$ cat config.mk
export PLATFORM = sky130hd
export DESIGN_NAME = buffer_ctrl
export DESIGN_NICKNAME = d
export VERILOG_FILES = /design/src/rtl/buffer_pkg.sv /design/src/rtl/buf_ptr_wrap.sv /design/src/rtl/buffer_ctrl.sv
export SDC_FILE = /design/constraint.sdc
export NUM_CORES = 1
export LEC_CHECK = 0
export BUFFER_PORTS_ARGS = -buffer_cell sky130_fd_sc_hd__buf_2
export CAP_MARGIN = 20
export CORE_ASPECT_RATIO = 0.7
export CORE_MARGIN = 5
export CORE_UTILIZATION = 35
export DETAILED_ROUTE_END_ITERATION = 7
export GPL_TIMING_DRIVEN = 0
export HOLD_SLACK_MARGIN = 0.02
export PLACE_DENSITY = 0.66
export RECOVER_POWER = 50
export SLEW_MARGIN = 20
export SYNTH_ARGS = -nofsm -noshare
export SYNTH_HDL_FRONTEND = slang
export SYNTH_SLANG_ARGS = --single-unit
$ cat constraint.sdc
create_clock -name clk -period 2.7 [get_ports clk]
set_input_delay 0 -clock clk [delete_from_list [all_inputs] [get_ports clk]]
set_output_delay 0 -clock clk [all_outputs]
set_load 0.1 [all_outputs]
$ cat src/rtl/buffer_pkg.sv
// Shared definitions for the circular Buffer and its sequencer (buffer_ctrl).
//   state_t  : sequencer debug state (S_IDLE, S_ACTIVE, S_FULL)
//   DEF_*    : default depth / write burst / read burst shared with the Buffer
//   addr_w() : address width for a given depth
//   cnt_w()  : occupancy width (must hold 0..SIZE inclusive)
package buffer_pkg;

  typedef enum logic [1:0] {
    S_IDLE   = 2'd0,
    S_ACTIVE = 2'd1,
    S_FULL   = 2'd2
  } state_t;

  localparam int DEF_SIZE = 16;
  localparam int DEF_K    = 8;
  localparam int DEF_J    = 4;

  function automatic int addr_w(input int size);
    return (size > 1) ? $clog2(size) : 1;
  endfunction

  function automatic int cnt_w(input int size);
    return addr_w(size) + 1;
  endfunction

endpackage

$ cat src/rtl/buf_ptr_wrap.sv
// Circular pointer that advances by a fixed STEP modulo SIZE.
//   clk  in   clock
//   rst  in   asynchronous active-high reset (pointer -> 0)
//   clr  in   synchronous clear (pointer -> 0)
//   adv  in   advance by STEP at the next edge
//   ptr  out  current pointer, BIT bits
// SIZE is a power of two, so dropping the carry out of a BIT-bit add is the modulo.
module buf_ptr_wrap
  import buffer_pkg::*;
#(
  parameter int SIZE = DEF_SIZE,
  parameter int STEP = 1,
  parameter int BIT  = addr_w(SIZE)
) (
  input  logic           clk,
  input  logic           rst,
  input  logic           clr,
  input  logic           adv,
  output logic [BIT-1:0] ptr
);

  localparam logic [BIT-1:0] STEP_M = BIT'(STEP % SIZE);

  always_ff @(posedge clk or posedge rst) begin
    if (rst)      ptr <= '0;
    else if (clr) ptr <= '0;
    else if (adv) ptr <= ptr + STEP_M;
  end

endmodule

$ cat src/rtl/buffer_ctrl.sv
// Sequencer for the circular Buffer (K-word parallel write, J-word parallel read).
// Owns write/read base addresses and the occupancy count; carries no data.
//   clk, rst   clock, asynchronous active-high reset
//   flush      (only with BUFFER_CTRL_FLUSH_EN) synchronous clear, overrides wr/rd
//   in_valid   producer offers K words         in_ready  free >= K
//   out_valid  count >= J                       out_ready consumer takes J words
//   ld         Buffer write strobe (in_valid & in_ready)
//   write_add, read_add  Buffer base addresses
//   count      stored words 0..SIZE; full / empty flags
//   state      debug view of the sequencer state (S_IDLE/S_ACTIVE/S_FULL)
// Optional feature macro: BUFFER_CTRL_FLUSH_EN.
module buffer_ctrl
  import buffer_pkg::*;
#(
  parameter int SIZE = DEF_SIZE,
  parameter int K    = DEF_K,
  parameter int J    = DEF_J,
  parameter int BIT  = addr_w(SIZE)
) (
  input  logic           clk,
  input  logic           rst,
`ifdef BUFFER_CTRL_FLUSH_EN
  input  logic           flush,
`endif
  input  logic           in_valid,
  output logic           in_ready,
  output logic           out_valid,
  input  logic           out_ready,
  output logic           ld,
  output logic [BIT-1:0] write_add,
  output logic [BIT-1:0] read_add,
  output logic [BIT:0]   count,
  output logic           full,
  output logic           empty,
  output logic [1:0]     state
);

  // Occupancy arithmetic is carried two bits wider than the address so that
  // count + K can never wrap before the result is truncated.
  localparam int CW = BIT + 2;
  localparam logic [CW-1:0] SIZE_W = CW'(SIZE);
  localparam logic [CW-1:0] K_W    = CW'(K);
  localparam logic [CW-1:0] J_W    = CW'(J);

  logic          flush_i;
  logic          wr;
  logic          rd;
  logic [CW-1:0] count_x;
  logic [CW-1:0] free_x;
  logic [CW-1:0] count_nxt;
  state_t        state_q;

`ifdef BUFFER_CTRL_FLUSH_EN
  assign flush_i = flush;
`else
  assign flush_i = 1'b0;
`endif

  function automatic logic [CW-1:0] next_count(input logic [CW-1:0] cur,
                                               input logic wr_f, input logic rd_f);
    return cur + (wr_f ? K_W : '0) - (rd_f ? J_W : '0);
  endfunction

  function automatic state_t state_of(input logic [CW-1:0] cnt);
    if ((SIZE_W - cnt) < K_W) return S_FULL;
    else if (cnt >= J_W)      return S_ACTIVE;
    else                      return S_IDLE;
  endfunction

  // Handshake flags come only from the registered count, so a read in the
  // same cycle never opens room for a write.
  assign count_x   = {1'b0, count};
  assign free_x    = SIZE_W - count_x;
  assign in_ready  = (free_x >= K_W);
  assign out_valid = (count_x >= J_W);
  assign full      = (count_x == SIZE_W);
  assign empty     = (count == '0);

  assign wr        = in_valid & in_ready & ~flush_i;
  assign rd        = out_valid & out_ready & ~flush_i;
  assign ld        = wr;
  assign count_nxt = next_count(count_x, wr, rd);
  assign state     = state_q;

  buf_ptr_wrap #(.SIZE(SIZE), .STEP(K), .BIT(BIT)) u_wr_ptr (
    .clk (clk),
    .rst (rst),
    .clr (flush_i),
    .adv (wr),
    .ptr (write_add)
  );

  buf_ptr_wrap #(.SIZE(SIZE), .STEP(J), .BIT(BIT)) u_rd_ptr (
    .clk (clk),
    .rst (rst),
    .clr (flush_i),
    .adv (rd),
    .ptr (read_add)
  );

  always_ff @(posedge clk or posedge rst) begin
    if (rst) begin
      count   <= '0;
      state_q <= S_IDLE;
    end else if (flush_i) begin
      count   <= '0;
      state_q <= S_IDLE;
    end else begin
      count   <= count_nxt[BIT:0];
      state_q <= state_of(count_nxt);
    end
  end

endmodule

* Yosys cells after proc, flatten, opt, wreduce, memory -nomap -nowiden
Index checks and enable logic that the tools add are counted.
Word-level totals: word-level logic and storage cells 22, output and inout port bits 20, input bits 4, register bits after elaboration 15
Operators by class: reduce and logical (&&, ||, !) cells 1, $lt $le $gt $ge 4, equal/unequal tests 1, bitwise operators 2, muxes and demuxes 4, $add $sub $neg 6
Operators by type and width (number):
- 5-bit by 4-bit adder with 6-bit output | 1
- 6-bit by 3-bit greater-or-equal comparator with 1-bit output (second input constant) | 1
- 6-bit by 4-bit greater-or-equal comparator with 1-bit output (second input constant) | 1
- 6-bit by 4-bit less-than comparator with 1-bit output (second input constant) | 1
- 5-bit by 5-bit subtractor with 6-bit output (first input constant) | 1
- 5-bit by 6-bit subtractor with 6-bit output (first input constant) | 1
- 6-bit by 3-bit subtractor with 6-bit output | 1
- 5-bit == test (second input constant) | 1
- 5-bit by 3-bit greater-or-equal comparator with 1-bit output (second input constant) | 1
- 5-bit zero test | 1
- 4-bit by 3-bit adder with 4-bit output (second input constant) | 1
- 4-bit adder (second input constant) | 1
- 4-bit 2-to-1 mux | 1
- 3-bit 2-to-1 mux | 1
- 1-bit bitwise AND | 2
- 2-bit 2-to-1 mux | 1
- 1-bit 2-to-1 mux | 1

* Depth between registers and ports, before layout
Gate-level depths: netlist of run 1.
word-level depth 9, gate-level depth with buffers 14

* Modules after synthesis
From an unflattened synthesis of run 1, not the netlist that was laid out.
Second synthesis, totals: cell total of the unflattened synthesis 78, area total of the unflattened synthesis 688.2 µm²
Modules (own cells, without submodules):
- buffer_ctrl | cells an instance 59, area each 509.2 µm², times used 1
- buf_ptr_wrap (u_rd_ptr) | cells an instance 11, area each 111.4 µm², times used 1
- buf_ptr_wrap (u_wr_ptr) | cells an instance 8, area each 67.6 µm², times used 1

* Worst setup path before layout of run 1
No wires, ideal clock.
kind register -> register, from register count[3], to register state_q[0] (netlist: state[0]), arrival time 4.315 ns, slack -1.743 ns, cell stages (with the launch flop) 12, clock period less this slack 4.443 ns, path buffers 0, data required time 2.572 ns, cells stage by stage dfrtp_1 -> inv_1 -> ha_1 -> ha_1 -> nand3_1 -> nand2_1 -> ha_1 -> fa_1 -> ha_1 -> a21oi_1 -> o2111a_1 -> a21oi_1
On the way: longest elaborated chain between the ends 9
Ends and longest elaborated chain:
- from (decl) | RTL line buffer_ctrl.sv:32 | output logic [BIT:0] count,
- from (signal assigned) | RTL line buffer_ctrl.sv:109 | count <= count_nxt[BIT:0];
- 5-bit by 5-bit subtractor with 6-bit output * | RTL line buffer_ctrl.sv:73 | assign free_x = SIZE_W - count_x;
- 6-bit by 4-bit greater-or-equal comparator with 1-bit output * | RTL line buffer_ctrl.sv:74 | assign in_ready = (free_x >= K_W);
- via in_ready | RTL line buffer_ctrl.sv:26 | output logic in_ready,
- 1-bit bitwise AND * | RTL line buffer_ctrl.sv:79 | assign wr = in_valid & in_ready & ~flush_i;
- 4-bit 2-to-1 mux * | RTL line buffer_ctrl.sv:61 | return cur + (wr_f ? K_W : '0) - (rd_f ? J_W : '0);
- 5-bit by 4-bit adder with 6-bit output * | RTL line buffer_ctrl.sv:61
- 6-bit by 3-bit subtractor with 6-bit output * | RTL line buffer_ctrl.sv:61
- 5-bit by 6-bit subtractor with 6-bit output / 6-bit by 3-bit greater-or-equal comparator with 1-bit output (equally long branches) | RTL line buffer_ctrl.sv:65, buffer_ctrl.sv:66
- 6-bit by 4-bit less-than comparator with 1-bit output / 1-bit 2-to-1 mux (equally long branches) | RTL line buffer_ctrl.sv:65, buffer_ctrl.sv:66
- 2-bit 2-to-1 mux * | RTL line buffer_ctrl.sv:65 | if ((SIZE_W - cnt) < K_W) return S_FULL;
- to (signal assigned) | RTL line buffer_ctrl.sv:110 | state_q <= state_of(count_nxt);
- to (decl) | RTL line buffer_ctrl.sv:51 | state_t state_q;
Mark *: on every way through the listed nets, which the timed path passes. The rest lies on a longest branch. A chain may end at the register's enable or synchronous reset.

* Final worst setup path of run 1
from register count[2], to register state_q[0] (netlist: state[0])
RTL lines:
- 5-bit by 3-bit greater-or-equal comparator with 1-bit output | RTL line buffer_ctrl.sv:75 | assign out_valid = (count_x >= J_W);
- 1-bit bitwise AND | RTL line buffer_ctrl.sv:80 | assign rd = out_valid & out_ready & ~flush_i;
- 3-bit 2-to-1 mux | RTL line buffer_ctrl.sv:61
- 6-bit by 3-bit subtractor with 6-bit output * | RTL line buffer_ctrl.sv:61
- via count_nxt[2] | RTL line buffer_ctrl.sv:50 | logic [CW-1:0] count_nxt;
- 5-bit by 6-bit subtractor with 6-bit output / 6-bit by 3-bit greater-or-equal comparator with 1-bit output (equally long branches) | RTL line buffer_ctrl.sv:65, buffer_ctrl.sv:66
- 6-bit by 4-bit less-than comparator with 1-bit output / 1-bit 2-to-1 mux (equally long branches) | RTL line buffer_ctrl.sv:65, buffer_ctrl.sv:66
- 2-bit 2-to-1 mux * | RTL line buffer_ctrl.sv:65
Marked as above.

==> results.tsv, run 1 <==
stage	metric	value	unit
status	outcome	finished with violations	
status	violations	negative setup slack	
critical_path	crit_type	register to register	
timing	worst_slack	-0.0494	ns
die	core_area	1820	µm²
yosys	synth-seq-cells	8	
timing	max_slew_margin	21.7	%
yosys	netlist_area	653	µm²
yosys	syn_area_per_cell	9.33	µm²
critical_path	reg2reg_slack	-0.05	ns
job	max-cap-violations	0	
die	io-pin-count	24	
worst_hold_path	hold_start	out_ready	
finish	seqCellArea	211	µm²
route	first_iter_violations	8	
critical_path	reg2reg_from	count[2]	
global_route	grt.busiest_layer	met2	
yosys	synth_flop_cell	dfrtp_1	
global_route	grt_pass1_vias	558	
timing	worst_pin_slew	1.18	ns
finish	n_fill_cell	163	
yosys	synth_edf_count	0	
yosys	synth_top_area_share	30.7	%
critical_path	crit_slowest_cell	dfrtp_4	
global_route	met2_usage	25.3	%
placement	numPortBuffers	16	
yosys	async_flop_share	100	%
timing	setup_violations	2	
timing	hold_viol	0	
clocking	cts_buffer_depth	2	
timing	timing.fmax	364	MHz
critical_path	startpoint_type	register	
clocking	clock-root-buffer	clkbuf_4	
critical_path	worstRegToRegCells	11	
clocking	insertion_delay	0.25	ns
route	drtPass1Iterations	4	
route	drt_drc_violations_left	0	
timing	rsz0062_at_grt	yes	
global_route	antenna_found_initial	0	
critical_path	path_cells	ha_4 -> or4_4 -> nand2_4 -> ha_4 -> inv_4 -> fa_2 -> ha_4 -> nor2_4 -> a21oi_2 -> o32ai_2 -> a21oi_1	
critical_path	cp_max_fo	4	
clocking	cts_buffers	3	
timing	fin_crit	2.75	ns
die	die_x	61.6	µm
critical_path	worst_ep_arrival_time	2.92	ns
placement	gp_congestion	0.759	
clocking	tritoncts	yes	
route	vias	577	
critical_path	required	2.87	ns
route	drtAntennaViolNets	0	
route	vias_per_cell	4.44	
finish	nets	127	
finish	drive_gt1_share	54.6	%
finish	multi_input_area	557	µm²
critical_path	r2r-end	state[0]	
yosys	synth.distinct_cells	19	
yosys	yosys.area.top_type	dfrtp_1	
die	dieArea	2840	µm²
global_route	grt_pass1_wl	2.73	mm
placement	dpl.hpwl	1.15	mm
die	dieHeight	46.1	µm
timing	period_share	102	%
critical_path	crit_path_frequent_cell	ha_4	
worst_hold_path	hold_class	input pin to register	
global_route	met3_usage	3.08	%
critical_path	cp-end-kind	register	
worst_hold_path	whs_endpoint	u_rd_ptr.ptr[2]	
route	wl	1.75	mm
placement	dp_cells	114	
finish	postLayoutCoreUtil	60.2	%
finish	fin_cells	130	
global_route	grt_max_degree	9	
yosys	seq_area_frac_synth	30.7	%
clocking	h-tree-depth	1	
clocking	cts_sinks	8	
timing	skew	0.000568	ns
timing	slew_viol_final	0	
yosys	yosysWarnings	0	
critical_path	cpPeakStageDelay	0.51	ns
die	start_util	35.9	%
yosys	synth.area.top_cells	dfrtp_1 (31%), ha_1 (25%), buf_4 (8.0%), inv_1 (6.9%), xnor2_1 (5.4%)	
die	rows	13	
route	wl_per_cell	13.5	µm
finish	antenna_cells	0	
global_route	gr-usage-all-layers	13.7	%
yosys	synthCells	70	
placement	place_ws	-0.298	ns
clocking	clk_pin_slew	0.06	ns
finish	areaGrowthSynthToFinish	68.0	%
global_route	grt_overflow	0	
worst_hold_path	min_path_cells	3	
global_route	grtUsageMet1	15.8	%
-- Yosys cell counts (all sizes together), types with 3 or more instances --
library cell / n
nand2: 4
xnor2: 4
nor2: 3
dfrtp: 8
inv: 12
ha: 13
a21oi: 6
nand3: 3
buf: 7
-- how the worst max path moves through the flow --
stage,from,endpoint,slack (ns)
4_1_cts,count[2],state[0],-0.05
3_3_place_gp,count[2],state[0],-0.27
3_5_place_dp,count[2],state[0],-0.30
5_1_grt,count[2],state[0],-0.20
2_1_floorplan,count[3],state[0],-0.51
6_report,count[2],state[0],-0.05
-- layout by cell type, fill, tap and decap left out --
cell type / netlist / final
fa_2: 0 / 1
or2_2: 1 / 1
buf_4: 7 / 17
nand3_4: 0 / 1
ha_1: 13 / 5
buf_2: 0 / 11
nor2_1: 3 / 1
clkbuf_4: 0 / 3
nand2_4: 0 / 2
nand2_1: 4 / 2
buf_6: 0 / 1
dlygate4sd3_1: 0 / 1
conb_1: 1 / 7
or4_4: 1 / 1
nor2_4: 0 / 2
ha_4: 0 / 8
xnor2_1: 4 / 3
dfrtp_1: 8 / 5
clkbuf_1: 0 / 6
a21o_1: 1 / 1
o2111a_1: 1 / 1
o21ai_0: 1 / 1
o32ai_2: 0 / 1
inv_2: 0 / 1
nand3_1: 3 / 2
and3_1: 1 / 1
xnor2_4: 0 / 1
dfrtp_4: 0 / 3
inv_1: 12 / 8
a21oi_1: 6 / 4
a21oi_2: 0 / 2
nand4_1: 1 / 1
inv_4: 0 / 3
-- timing repair --
item                                    in CTS  in global routing
resized for setup                           13                  5
pin swaps                                    9                  8
hold endpoints to repair                     8                  0
buffers inserted                             9                  2
hold buffers                                 1                  0
endpoints found under the setup margin       2                  2
-- critical path, delay by kind of cell (launching register included) --
| family | cells | cell delay, ns |
|---|---|---|
| and+or+nand+nor | 3 | 0.57 |
| adders and majority gates | 4 | 1.17 |
| DFF | 1 | 0.51 |
| buffers and inverters | 1 | 0.06 |
| AOI/OAI and AO/OA | 3 | 0.37 |
-- metrics by stage --
step / instance area [µm²] / TNS (ns) / hold WS (ns)
2_1_floorplan: 779 / -0.997 / -0.184
3_3_place_gp: 887 / -0.459 / -0.0570
3_5_place_dp: 887 / -0.546 / -0.0514
4_1_cts: 1070 / -0.0770 / 0.0477
5_1_grt: 1100 / -0.295 / 0.0624
6_report: 1100 / -0.0550 / 0.0572
-- state kept, by name, indices dropped and copies added (netlist names) --
signal,cells
state,2
u_rd_ptr.ptr,2
count,3
u_wr_ptr.ptr,1
-- cells by family (layout without fill, tap and decap cells) --
kind of cell / count (synthesis) / count (layout) / synth area share [%]
DFF: 8 / 8 / 30.7
xor gates and xnor gates: 4 / 4 / 5.36
other: 1 / 7 / 0.574
and+or+nand+nor: 14 / 14 / 10.9
adders and majority gates: 14 / 14 / 28.0
AOI/OAI and AO/OA: 10 / 10 / 9.58
buffers and inverters: 19 / 51 / 14.9
-- layer usage --
metal | wire (µm) | vias to the layer above | share of wire, %
li1 | - | 288 | -
met1 | 748 | 269 | 43
met2 | 902 | 18 | 52
met3 | 96 | 2 | 5.5
met4 | 4 | 0 | 0.23
met5 | 0 | - | 0
-- cell type report --
cell class,instances,area share [%]
well taps,22,2.51
repair buffers,28,15.5
multi-input cells,49,50.7
flip-flops and latches,8,19.3
plain buffers,7,4.79
clock buffers,4,2.39
inverters,12,4.79
Power of run 1 is not shown: default switching activity piles up to over one toggle a cycle in this logic, so the estimate is an artifact.
==> run 2, diff against run 1 <==
==> constraint.sdc (replaced) <==
create_clock -name clk -period 2.39 [get_ports clk]
set_input_delay 0 -clock clk [delete_from_list [all_inputs] [get_ports clk]]
set_output_delay 0 -clock clk [all_outputs]
set_load 0.1 [all_outputs]
==> run 2 against run 1 <==
  * The flow still finishes with violations (negative setup slack)
  * Setup slack worse by 0.32 ns
  * Routed wire length down 14%
  * Highest routed layer unchanged
  * Register-to-register slack worse by 0.32 ns
==> results.tsv, run 2 (same netlist as run 1, synthesis figures left out) <==
stage	metric	value	unit
route	highest_layer	met4	
clocking	clock-root-buffer	clkbuf_4	
placement	post_dp_cell_area	900	µm²
timing	skew	0.0123	ns
finish	final_cell_mix	buf_4 (16), buf_2 (11), inv_1 (8)	
route	wl_per_cell	11.7	µm
critical_path	reg2reg_from	count[2]	
clocking	tritoncts	yes	
route	drt_drc_violations_left	0	
finish	drive_gt1_share	53.3	%
placement	place_ws	-0.616	ns
timing	period_share	115	%
global_route	grt_max_degree	9	
route	met2_length	711	µm
finish	areaGrowthSynthToFinish	60.2	%
global_route	grt_pass1_wl	2.46	mm
job	max-cap-violations	0	
critical_path	worst_ep_arrival_time	2.92	ns
timing	fin_crit	2.76	ns
clocking	cts_sinks	8	
finish	antenna_cells	0	
route	vias_per_cell	4.34	
route	drtAntennaViolNets	0	
status	violations	negative setup slack	
worst_hold_path	hold_class	input pin to register	
finish	final_common_cell	buf_4	
route	vias	560	
clocking	cts_buffer_depth	2	
die	die_x	61.6	µm
critical_path	required	2.55	ns
die	core_area	1820	µm²
die	dieHeight	46.1	µm
finish	largest_reg_flops	3	
die	io-pin-count	24	
timing	rsz0062_at_grt	yes	
global_route	grt_overflow	0	
status	outcome	finished with violations	
clocking	insertion_delay	0.26	ns
critical_path	crit_type	register to register	
route	first_iter_violations	10	
timing	worst_pin_slew	1.18	ns
clocking	clk_pin_slew	0.06	ns
global_route	grt_pass1_vias	540	
route	dr_wl_met3	103	µm
route	wl_met1	693	µm
critical_path	cp-end-kind	register	
clocking	cts_buffers	3	
die	dieArea	2840	µm²
critical_path	crit_start	count[2]	
global_route	antenna_found_initial	0	
timing	hold_viol	0	
timing	timing.fmax	363	MHz
finish	final_area	1050	µm²
timing	max_slew_margin	21.5	%
global_route	gr-usage-all-layers	12.0	%
timing	hold_ws	0.0610	ns
placement	numPortBuffers	16	
placement	gp_congestion	0.719	
timing	slew_viol_final	0	
critical_path	startpoint_type	register	
die	rows	13	
placement	dpl.hpwl	1.08	mm
die	start_util	35.9	%
timing	worst_slack	-0.366	ns
clocking	h-tree-depth	1	
worst_hold_path	hold_start	out_ready	
route	drtPass1Iterations	4	
timing	setup_violations	2	
finish	regMostFlops	count	
finish	nets	126	
route	wl	1.51	mm
critical_path	cp_max_fo	4	
==> run 2: cell count changes in the layout (fill, tap and decap cells not counted) <==
cell     change
o21ai_1      +1
xnor2_4      -1
ha_1         +1
o21ai_0      -1
nor2_2       +2
nor2_4       -2
ha_4         -2
buf_4        -1
ha_2         +1
xnor2_2      +1
==> run 2: cell type report <==
class                      instances  area, µm²
buffer                             7       52.6
timing repair buffer              27        163
fill                             177        776
inverter                          12       52.6
clock buffer                       4       26.3
sequential                         8        211
tap                               22       27.5
multi-input combinational         49        513
==> run 2: repair_timing <==
item,in CTS,in global routing
resized for setup,8,4
hold buffers,1,0
buffers inserted,8,2
pin swaps,9,1
setup endpoints to repair,3,2
hold endpoints to repair,8,0
==> run 2: final timing paths <==
| kind | to | slack [ns] | cells after the start |
|---|---|---|---|
| max | state[0] | -0.37 | 11 |
| min | u_rd_ptr.ptr[3] | 0.06 | 3 |
| max reg2reg | state[0] | -0.37 | 11 |
| min reg2reg | u_rd_ptr.ptr[3] | 0.47 | 1 |
| max in group asynchronous | count[3] | 1.88 | 3 |
| min in group asynchronous | u_wr_ptr.ptr[3] | 0.24 | 3 |
==> run 2: through the flow <==
| step | util (%) | setup TNS (ns) | std cells |
|---|---|---|---|
| global route | 57.4 | -0.864 | 129 |
| global placement | 49.4 | -1.05 | 114 |
| detailed placement | 49.4 | -1.14 | 114 |
| finish | 57.4 | -0.671 | 129 |
| CTS | 56.4 | -0.718 | 127 |
| floorplan | - | -2.10 | 76 |
==> run 2: worst max-delay path, stage by stage, from the launching register on <==
cell and delay [ns]:
dfrtp_4 0.51, ha_4 0.16, or4_4 0.43, nand2_4 0.10
ha_4 0.21, inv_4 0.06, fa_2 0.47, ha_4 0.32
nor2_2 0.04, a21oi_2 0.12, o32ai_2 0.09, a21oi_1 0.16
==> run 2: layer usage <==
layer	GRT usage (%)	vias to the layer above
met3	3.64	2
met5	0	-
met1	14.0	257
li1	-	287
met4	5.08	0
met2	20.5	14
Power of run 2 is left out for the same reason.
==> run 3, diff against run 2 <==
--- a/config.mk
+++ b/config.mk
@@ -11,10 +11,11 @@
 export CORE_MARGIN = 5
 export CORE_UTILIZATION = 35
 export DETAILED_ROUTE_END_ITERATION = 7
-export GPL_TIMING_DRIVEN = 0
+export GPL_TIMING_DRIVEN = 1
 export HOLD_SLACK_MARGIN = 0.02
 export PLACE_DENSITY = 0.66
 export RECOVER_POWER = 50
+export SKIP_LAST_GASP = 1
 export SLEW_MARGIN = 20
 export SYNTH_ARGS = -nofsm -noshare
 export SYNTH_HDL_FRONTEND = slang
==> run 3 against run 2 <==
  * The flow still finishes with violations (negative setup slack)
  * Routed wire length is 0.73% higher
  * Clock skew is 0.012 ns lower
  * Critical path depth unchanged
  * Highest routed layer is now met3
==> results.tsv, run 3 (same netlist as run 1, synthesis figures left out) <==
stage	metric	value	unit
placement	dpl.hpwl	1.26	mm
route	drtAntennaViolNets	0	
critical_path	crit_type	register to register	
timing	fin_crit	2.77	ns
placement	post_dp_cell_area	967	µm²
critical_path	crit_path_frequent_cell	ha_4	
finish	largest_reg_flops	3	
finish	postLayoutCoreUtil	58.6	%
critical_path	cpPeakStageDelay	0.51	ns
clocking	cts_buffer_depth	2	
placement	numPortBuffers	16	
finish	final_area	1070	µm²
clocking	insertion_delay	0.25	ns
clocking	cts_sinks	8	
status	outcome	finished with violations	
route	vias	567	
job	max-cap-violations	0	
critical_path	cp-end-kind	register	
timing	period_share	116	%
timing	rsz0062_at_grt	yes	
die	start_util	35.9	%
critical_path	required	2.56	ns
finish	regMostFlops	count	
critical_path	cp_max_fo	6	
finish	drive_gt1_share	54.5	%
finish	areaGrowthSynthToFinish	63.4	%
timing	max_slew_margin	22.4	%
placement	gp_congestion	0.712	
timing	worst_pin_slew	1.17	ns
timing	timing.fmax	361	MHz
clocking	tritoncts	yes	
global_route	grt_pass1_vias	550	
status	violations	negative setup slack	
clocking	clk_pin_slew	0.05	ns
global_route	antenna_found_initial	0	
die	die_x	61.6	µm
finish	antenna_cells	0	
global_route	grt_max_degree	9	
timing	worst_slack	-0.381	ns
route	vias_per_cell	4.30	
die	core_area	1820	µm²
route	wl	1.52	mm
critical_path	startpoint_type	register	
timing	hold_viol	0	
clocking	cts_buffers	3	
die	io-pin-count	24	
route	wl_per_cell	11.5	µm
finish	final_cell_mix	buf_4 (20), buf_2 (11), inv_1 (8)	
timing	tns	-0.687	ns
critical_path	crit_slowest_cell	dfrtp_4	
timing	setup_violations	2	
finish	final_common_cell	buf_4	
critical_path	worst_ep_arrival_time	2.95	ns
clocking	h-tree-depth	1	
die	rows	13	
die	dieHeight	46.1	µm
timing	slew_viol_final	0	
global_route	gr-usage-all-layers	11.9	%
critical_path	path_cells	ha_4 -> or4_4 -> nand2_4 -> ha_4 -> inv_4 -> fa_2 -> ha_4 -> nor2_1 -> a21oi_1 -> o32ai_2 -> a21oi_2	
route	first_iter_violations	3	
timing	hold_ws	0.0559	ns
global_route	grt_pass1_wl	2.42	mm
timing	skew	0.000352	ns
route	drt_drc_violations_left	0	
global_route	grt_overflow	0	
clocking	clock-root-buffer	clkbuf_4	
worst_hold_path	hold_class	input pin to register	
finish	nets	129	
route	drtPass1Iterations	3	
die	dieArea	2840	µm²
-- run 3: changes by cell type in the layout (fill, tap and decap cells not counted), sizes merged --
cell  change
buf       +3
-- run 3: timing repair --
action / CTS / global route
setup buffers: 2 / 2
hold buffers: 1 / 0
gates resized for setup: 4 / 6
endpoints found under the hold margin: 8 / 0
pin swaps: 7 / 8
endpoints found under the setup margin: 2 / 2
-- run 3: per-stage QoR --
stage	cells	setup slack, ns
after floorplan	76	-0.819
after global placement	123	-0.375
after detailed placement	123	-0.473
after CTS	130	-0.372
after global routing	132	-0.447
final	132	-0.381
-- run 3: final timing paths --
path                                  from         endpoint  slack, ns  depth (start not counted)
max in group asynchronous              rst         count[2]       1.91                          3
min in group asynchronous              rst         count[3]       0.23                          3
setup reg to reg                  count[2]         state[0]      -0.38                         11
hold reg to reg            u_wr_ptr.ptr[3]  u_wr_ptr.ptr[3]       0.47                          1
setup / recovery                  count[2]         state[0]      -0.38                         11
hold / removal                   out_ready  u_rd_ptr.ptr[3]       0.06                          3
-- run 3: routing by layer --
| metal | wire, µm | GRT usage [%] |
|---|---|---|
| met4 | 0 | 3.81 |
| met1 | 636 | 13.8 |
| met3 | 99 | 2.52 |
| met2 | 786 | 21.5 |
| met5 | 0 | 0 |
-- run 3: area by class of cell --
cell class / instances / area, µm²
inverter: 12 / 50.0
multi-input combinational: 49 / 518
timing repair buffer: 37 / 234
fill: 165 / 754
clock buffer: 4 / 26.3
tap: 22 / 27.5
sequential: 8 / 211
-- run 3: worst max-delay path, delay by kind of cell, from the launching register on --
family          cells  cell delay [ns]
flops               1             0.51
buf+inv             1             0.05
compound gates      3             0.43
simple gates        3             0.58
fa+ha+maj           4             1.13
Power of run 3 is left out for the same reason.
